===== src/rtl/blue_motion_ctrl.sv =====
// blue_motion_ctrl: per-frame position and animation integrator for the blue sprite.
// Optional BLUE_DOUBLE_JUMP_EN grants one mid-air jump per landing.
module blue_motion_ctrl #(
  parameter logic [9:0] X_INIT   = 10'd32,
  parameter logic [8:0] Y_INIT   = 9'd400,
  parameter logic [9:0] X_MAX    = 10'd623,
  parameter logic [8:0] Y_MAX    = 9'd463,
  parameter logic [2:0] SPEED    = 3'd2,
  parameter logic [4:0] JUMP_V   = 5'd8,
  parameter logic [4:0] MAX_FALL = 5'd6
) (
  input  logic       clk,
  input  logic       reset,
  input  logic       tick,
  input  logic [3:0] wsad_down,
  input  logic [1:0] collision_state,
  output logic [9:0] x_blue,
  output logic [8:0] y_blue,
  output logic [2:0] blue_state,
  output logic       on_ground
);

  typedef enum logic [1:0] {GROUND, RISE, FALL} vstate_t;

  localparam logic [1:0] C_FLOOR = 2'b01;
  localparam logic [1:0] C_CEIL  = 2'b10;
  localparam logic [1:0] C_WALL  = 2'b11;

  localparam logic signed [10:0] SPEED_S    = signed'(11'(SPEED));
  localparam logic signed [10:0] X_MAX_S    = signed'(11'(X_MAX));
  localparam logic signed [10:0] Y_MAX_S    = signed'(11'(Y_MAX));
  localparam logic signed [5:0]  JUMP_S     = -signed'(6'(JUMP_V));
  localparam logic signed [5:0]  MAX_FALL_S = signed'(6'(MAX_FALL));

  vstate_t            st_q, st_d;
  logic signed [5:0]  vy_q, vy_d;
  logic [9:0]         x_q, x_d;
  logic [8:0]         y_q, y_d;
  logic [2:0]         blue_state_q;
  logic               on_ground_q;

  logic               key_w, key_a, key_d;
  logic               hit_floor, hit_ceil;
  logic signed [10:0] x_sum, y_sum;
  logic               y_lo, y_hi;
  logic [8:0]         y_clamp;
  logic signed [5:0]  vy_inc, vy_fall;

`ifdef BLUE_DOUBLE_JUMP_EN
  logic credit_q, credit_d;
  logic w_prev_q;
`endif

  assign key_w     = wsad_down[3];
  assign key_a     = wsad_down[1];
  assign key_d     = wsad_down[0];
  assign hit_floor = (collision_state == C_FLOOR);
  assign hit_ceil  = (collision_state == C_CEIL);

  always_comb begin
    x_sum = signed'(11'(x_q));
    if (collision_state != C_WALL && (key_a ^ key_d))
      x_sum = key_a ? x_sum - SPEED_S : x_sum + SPEED_S;
    if (x_sum < 0)            x_d = '0;
    else if (x_sum > X_MAX_S) x_d = X_MAX;
    else                      x_d = x_sum[9:0];
  end

  assign y_sum   = signed'(11'(y_q)) + 11'(vy_q);
  assign y_lo    = (y_sum < 0);
  assign y_hi    = (y_sum > Y_MAX_S);
  assign y_clamp = y_lo ? 9'd0 : (y_hi ? Y_MAX : y_sum[8:0]);
  assign vy_inc  = vy_q + 6'sd1;
  assign vy_fall = (vy_inc > MAX_FALL_S) ? MAX_FALL_S : vy_inc;

  always_comb begin
    st_d = st_q;
    vy_d = vy_q;
    y_d  = y_q;
`ifdef BLUE_DOUBLE_JUMP_EN
    credit_d = credit_q;
`endif
    case (st_q)
      GROUND: begin
        if (key_w && !hit_ceil) begin
          vy_d = JUMP_S;
          st_d = RISE;
        end else if (!hit_floor) begin
          vy_d = 6'sd1;
          st_d = FALL;
        end else begin
          vy_d = '0;
        end
      end
      RISE: begin
        if (hit_ceil) begin
          vy_d = '0;
          st_d = FALL;
        end else begin
          y_d = y_clamp;
          // Clamping at the top of the screen acts as an implicit ceiling.
          if (y_lo) begin
            vy_d = '0;
            st_d = FALL;
          end else if (y_hi) begin
            vy_d = '0;
            st_d = GROUND;
          end else begin
            vy_d = vy_inc;
            if (!vy_inc[5]) st_d = FALL;
          end
        end
      end
      FALL: begin
        if (hit_floor) begin
          vy_d = '0;
          st_d = GROUND;
        end else begin
          y_d = y_clamp;
          if (y_hi) begin
            vy_d = '0;
            st_d = GROUND;
          end else begin
            vy_d = vy_fall;
          end
        end
      end
      default: begin
        vy_d = '0;
        st_d = FALL;
      end
    endcase
`ifdef BLUE_DOUBLE_JUMP_EN
    if (st_q != GROUND && key_w && !w_prev_q && credit_q) begin
      vy_d     = JUMP_S;
      st_d     = RISE;
      y_d      = y_q;
      credit_d = 1'b0;
    end
    if (st_q != GROUND && st_d == GROUND) credit_d = 1'b1;
`endif
  end

  always_ff @(posedge clk) begin
    if (reset) begin
      st_q         <= FALL;
      vy_q         <= '0;
      x_q          <= X_INIT;
      y_q          <= Y_INIT;
      blue_state_q <= 3'd4;
      on_ground_q  <= 1'b0;
`ifdef BLUE_DOUBLE_JUMP_EN
      credit_q     <= 1'b0;
      w_prev_q     <= 1'b0;
`endif
    end else if (tick) begin
      st_q        <= st_d;
      vy_q        <= vy_d;
      x_q         <= x_d;
      y_q         <= y_d;
      on_ground_q <= (st_d == GROUND);
      case (st_d)
        RISE:    blue_state_q <= 3'd3;
        FALL:    blue_state_q <= 3'd4;
        default: blue_state_q <= (key_a && !key_d) ? 3'd1 :
                                 (key_d && !key_a) ? 3'd2 : 3'd0;
      endcase
`ifdef BLUE_DOUBLE_JUMP_EN
      credit_q    <= credit_d;
      w_prev_q    <= key_w;
`endif
    end
  end

  assign x_blue     = x_q;
  assign y_blue     = y_q;
  assign blue_state = blue_state_q;
  assign on_ground  = on_ground_q;

endmodule


===== config.mk =====
export PLATFORM = sky130hd
export DESIGN_NAME = blue_motion_ctrl
export DESIGN_NICKNAME = d
export VERILOG_FILES = /design/src/rtl/blue_motion_ctrl.sv
export SDC_FILE = /design/constraint.sdc
export NUM_CORES = 1
export LEC_CHECK = 0
export ABC_AREA = 0
export BUFFER_PORTS_ARGS = -buffer_cell sky130_fd_sc_hd__buf_2
export CORE_MARGIN = 4
export CORE_UTILIZATION = 43
export CTS_BUF_LIST = sky130_fd_sc_hd__clkbuf_4 sky130_fd_sc_hd__clkbuf_8 sky130_fd_sc_hd__clkbuf_16
export DETAILED_ROUTE_END_ITERATION = 6
export PLACE_DENSITY_LB_ADDON = 0.15
export SYNTH_ARGS = -nofsm -noshare
export SYNTH_HDL_FRONTEND = slang
export SYNTH_SLANG_ARGS = --single-unit

===== constraint.sdc =====
create_clock -name clk -period 4.92 [get_ports clk]
set_clock_uncertainty 0.1 [all_clocks]
set_input_delay 1.23 -clock clk [delete_from_list [all_inputs] [get_ports clk]]
set_output_delay 1.23 -clock clk [all_outputs]
set_load 0.005 [all_outputs]

==> impl_metrics.tcl <==
set metrics [dict create \
    yosysWarnings 0 \
    drc 0 \
    max_freq_ghz 0.248 \
    gp_congestion 0.801 \
    period_share 0.819 \
    syn_inst 327 \
    netlist_area_mm2 0.00265 \
    avgSynthCellArea_um2 8.11 \
    endpoint_kind "flop" \
    antenna_found_initial 0 \
    postRouteWirelength_um 6300 \
    core_area_mm2 0.00596 \
    wl_per_cell_um 14.4 \
    htree_levels 2 \
    dpl_worst_slack_ns 0.870 \
    syn_nets 367 \
    clock_power_share 0.262 \
    cts_buffers 5 \
    crit_type "reg -> reg" \
    pin_count 32 \
    clock_path_buffers 2 \
    crit_chain "ha_1 > fa_1 > a21o_1 > a221o_1 > a21o_1 > a311oi_2 > buf_4 > nand2_2 > o311a_1 > a311oi_2 > o21ai_0 > ha_1 > mux2i_1 > a211oi_1" \
    chipWidth_um 86.5 \
    hp-class "reg -> reg" \
    drive_gt1_frac 0.150 \
    slowest_delay_ns 0.42 \
    place_hpwl_um 4860 \
    cp.arrival_ns 4.13 \
    ctsRootBufferMaster "clkbuf_8" \
    placed_cells 428 \
    p_sw_mw 0.284 \
    synth_common_cells "nand2_1, dfxtp_1, ha_1" \
    p_comb_frac 0.358 \
    die_area_mm2 0.00749 \
    synth-edff-count 0 \
    multi_input_area_mm2 0.00192 \
    syn2layout_area_growth_pct 11.9 \
    placed_cell_area_mm2 0.00288 \
    ys_seq_area_frac 0.234 \
    viasPerCell 5.83 \
    total_power_mw 0.795 \
    nFillCells 603 \
    cts_tree "done" \
    yosys-top-cells-area "dfxtp_1, ha_1, nand2_1" \
    drv_slew 0 \
    p_seq_frac 0.380 \
    first_pass_iters 4 \
    cts.sinks 31 \
    grt-ovfl-total 0 \
    worstMarginPinSlew_ns 0.591 \
    rsz0062_at_grt "no" \
    outcome "finished clean" \
    internal-power_mw 0.511 \
    slew-limit-headroom 0.596 \
    async_flop_share 0 \
    slowest_stage "fa_1" \
    worst_setup_path_start_kind "flop" \
    via_count 2543 \
    clkTransAtPathRegs_ns 0.07 \
    diodes 0 \
    cellLeakagePower_nw 1.43 \
    synthDistinctLibCells 59 \
    gr-usage-all-layers 0.174 \
    grt_max_degree 21 \
    initial_core_util 0.445 \
    layoutNonFillerInstCount 436 \
    peakVddDrop_mv 0.112 \
    layout_min_cycle_time_ns 4.03 \
    setup_viol 0 \
    finalSetupTns_ns 0 \
    cts_resized 0 \
    maxCapViolations 0 \
    crit_path_max_fanout 12 \
    holdBufCountCts 0 \
    ant_nets 0 \
    die_y_um 86.5 \
    worst_slack_ns 0.891 \
    numPortBuffers 30 \
    std_cell_rows 28 \
    power.density_mw_per_mm2 268 \
    grt_pass1_wl_um 10600 \
    clk_latency_ns 0.29 \
    grt_pass1_vias 2323 \
    fin_area_mm2 0.00297 \
    p_sw_frac 0.357 \
    hold_violations 0 \
    holdWs_ns 0.361 \
    critPathRequiredTime_ns 5.02 \
    drt_first_iter_violations 86 \
    postCtsSetupBuffers 0 \
    ys_ff_latch 31 \
    synth_top_cell_by_area "dfxtp_1" \
    seq_area_um2 621 \
    synth_top_area_frac 0.234 \
    synth_ff_type "dfxtp_1" \
    synth.most_common_cell "nand2_1" \
    nets 400 \
    finish.utilization 0.498 \
]
[layout by cell type (no fill, tap or decap), types with 3 or more instances in the layout]
master / n
and2_1: 5
o221ai_1: 4
o211a_1: 3
o21a_1: 3
o21ai_0: 19
a211o_1: 6
mux2i_1: 6
ha_1: 29
or3_1: 4
a21oi_1: 23
buf_4: 3
nor3_1: 6
buf_2: 30
xnor2_1: 8
and3_1: 3
a21o_1: 11
dfxtp_1: 31
nor3b_1: 4
nand2_1: 33
a221o_1: 3
nand3_1: 8
o211ai_1: 3
inv_1: 18
nand4_1: 3
o22ai_1: 3
a22o_1: 3
a31oi_1: 5
nor2_1: 26
xor2_1: 3
a211oi_1: 7
clkbuf_8: 5
[logic make-up after synthesis]
kind of cell	Yosys count	synth area share
fa+ha+maj	31	0.152
compound gates	114	0.311
simple gates	109	0.203
buf+inv	25	0.0406
xor+xnor	11	0.0363
flops	31	0.234
mux	6	0.0227
[metal layers]
layer / wire [µm] / share of wire / up-vias / GRT usage
met5: 0 / 0 / - / 0
met4: 76 / 0.012 / 0 / 0.0595
met3: 262 / 0.042 / 6 / 0.0380
met2: 3120 / 0.49 / 46 / 0.305
met1: 2840 / 0.45 / 1191 / 0.208
li1: - / - / 1300 / -
[sequential cells by signal (all words and copies together) (netlist names)]
name        flops
x_blue         10
y_blue          9
vy_q            6
blue_state      3
st_q            2
on_ground       1
[cell type report]
type / instances / share of cell area
clock buffer: 7 / 0.0283
clock inverter: 1 / 0.00169
inverter: 18 / 0.0228
multi-input combinational: 271 / 0.648
sequential: 31 / 0.209
tap: 75 / 0.0316
timing repair buffer: 33 / 0.0582
[power groups by stage]
stage                     clock [mW]  sequential [mW]  combinational, mW
after global placement             0            0.307              0.281
final                          0.208            0.302              0.285
after detailed placement           0            0.308              0.286
after CTS                      0.213            0.303              0.287
after floorplan                    0            0.304              0.213
after global routing           0.229            0.307              0.321
[worst max-delay path, delay by kind of cell, from the launching register on]
kind,cells,cell delay (ns)
buf+inv,1,0.23
mux,1,0.13
simple gates,1,0.07
flops,1,0.39
fa+ha+maj,3,1.05
compound gates,8,1.95
[worst paths after layout]
path                          start                    endpoint  slack (ns)  cells past startpoint
max            vy_q[0]$_SDFFE_PP0P_  blue_state[1]$_SDFFE_PP0P_        0.89                     14
max reg2reg    vy_q[0]$_SDFFE_PP0P_  blue_state[1]$_SDFFE_PP0P_        0.89                     14
min reg2reg  x_blue[0]$_SDFFE_PP0P_      x_blue[0]$_SDFFE_PP0P_        0.36                      1
min          x_blue[0]$_SDFFE_PP0P_      x_blue[0]$_SDFFE_PP0P_        0.36                      1
No activity file was read; power rests on OpenSTA's default activity.
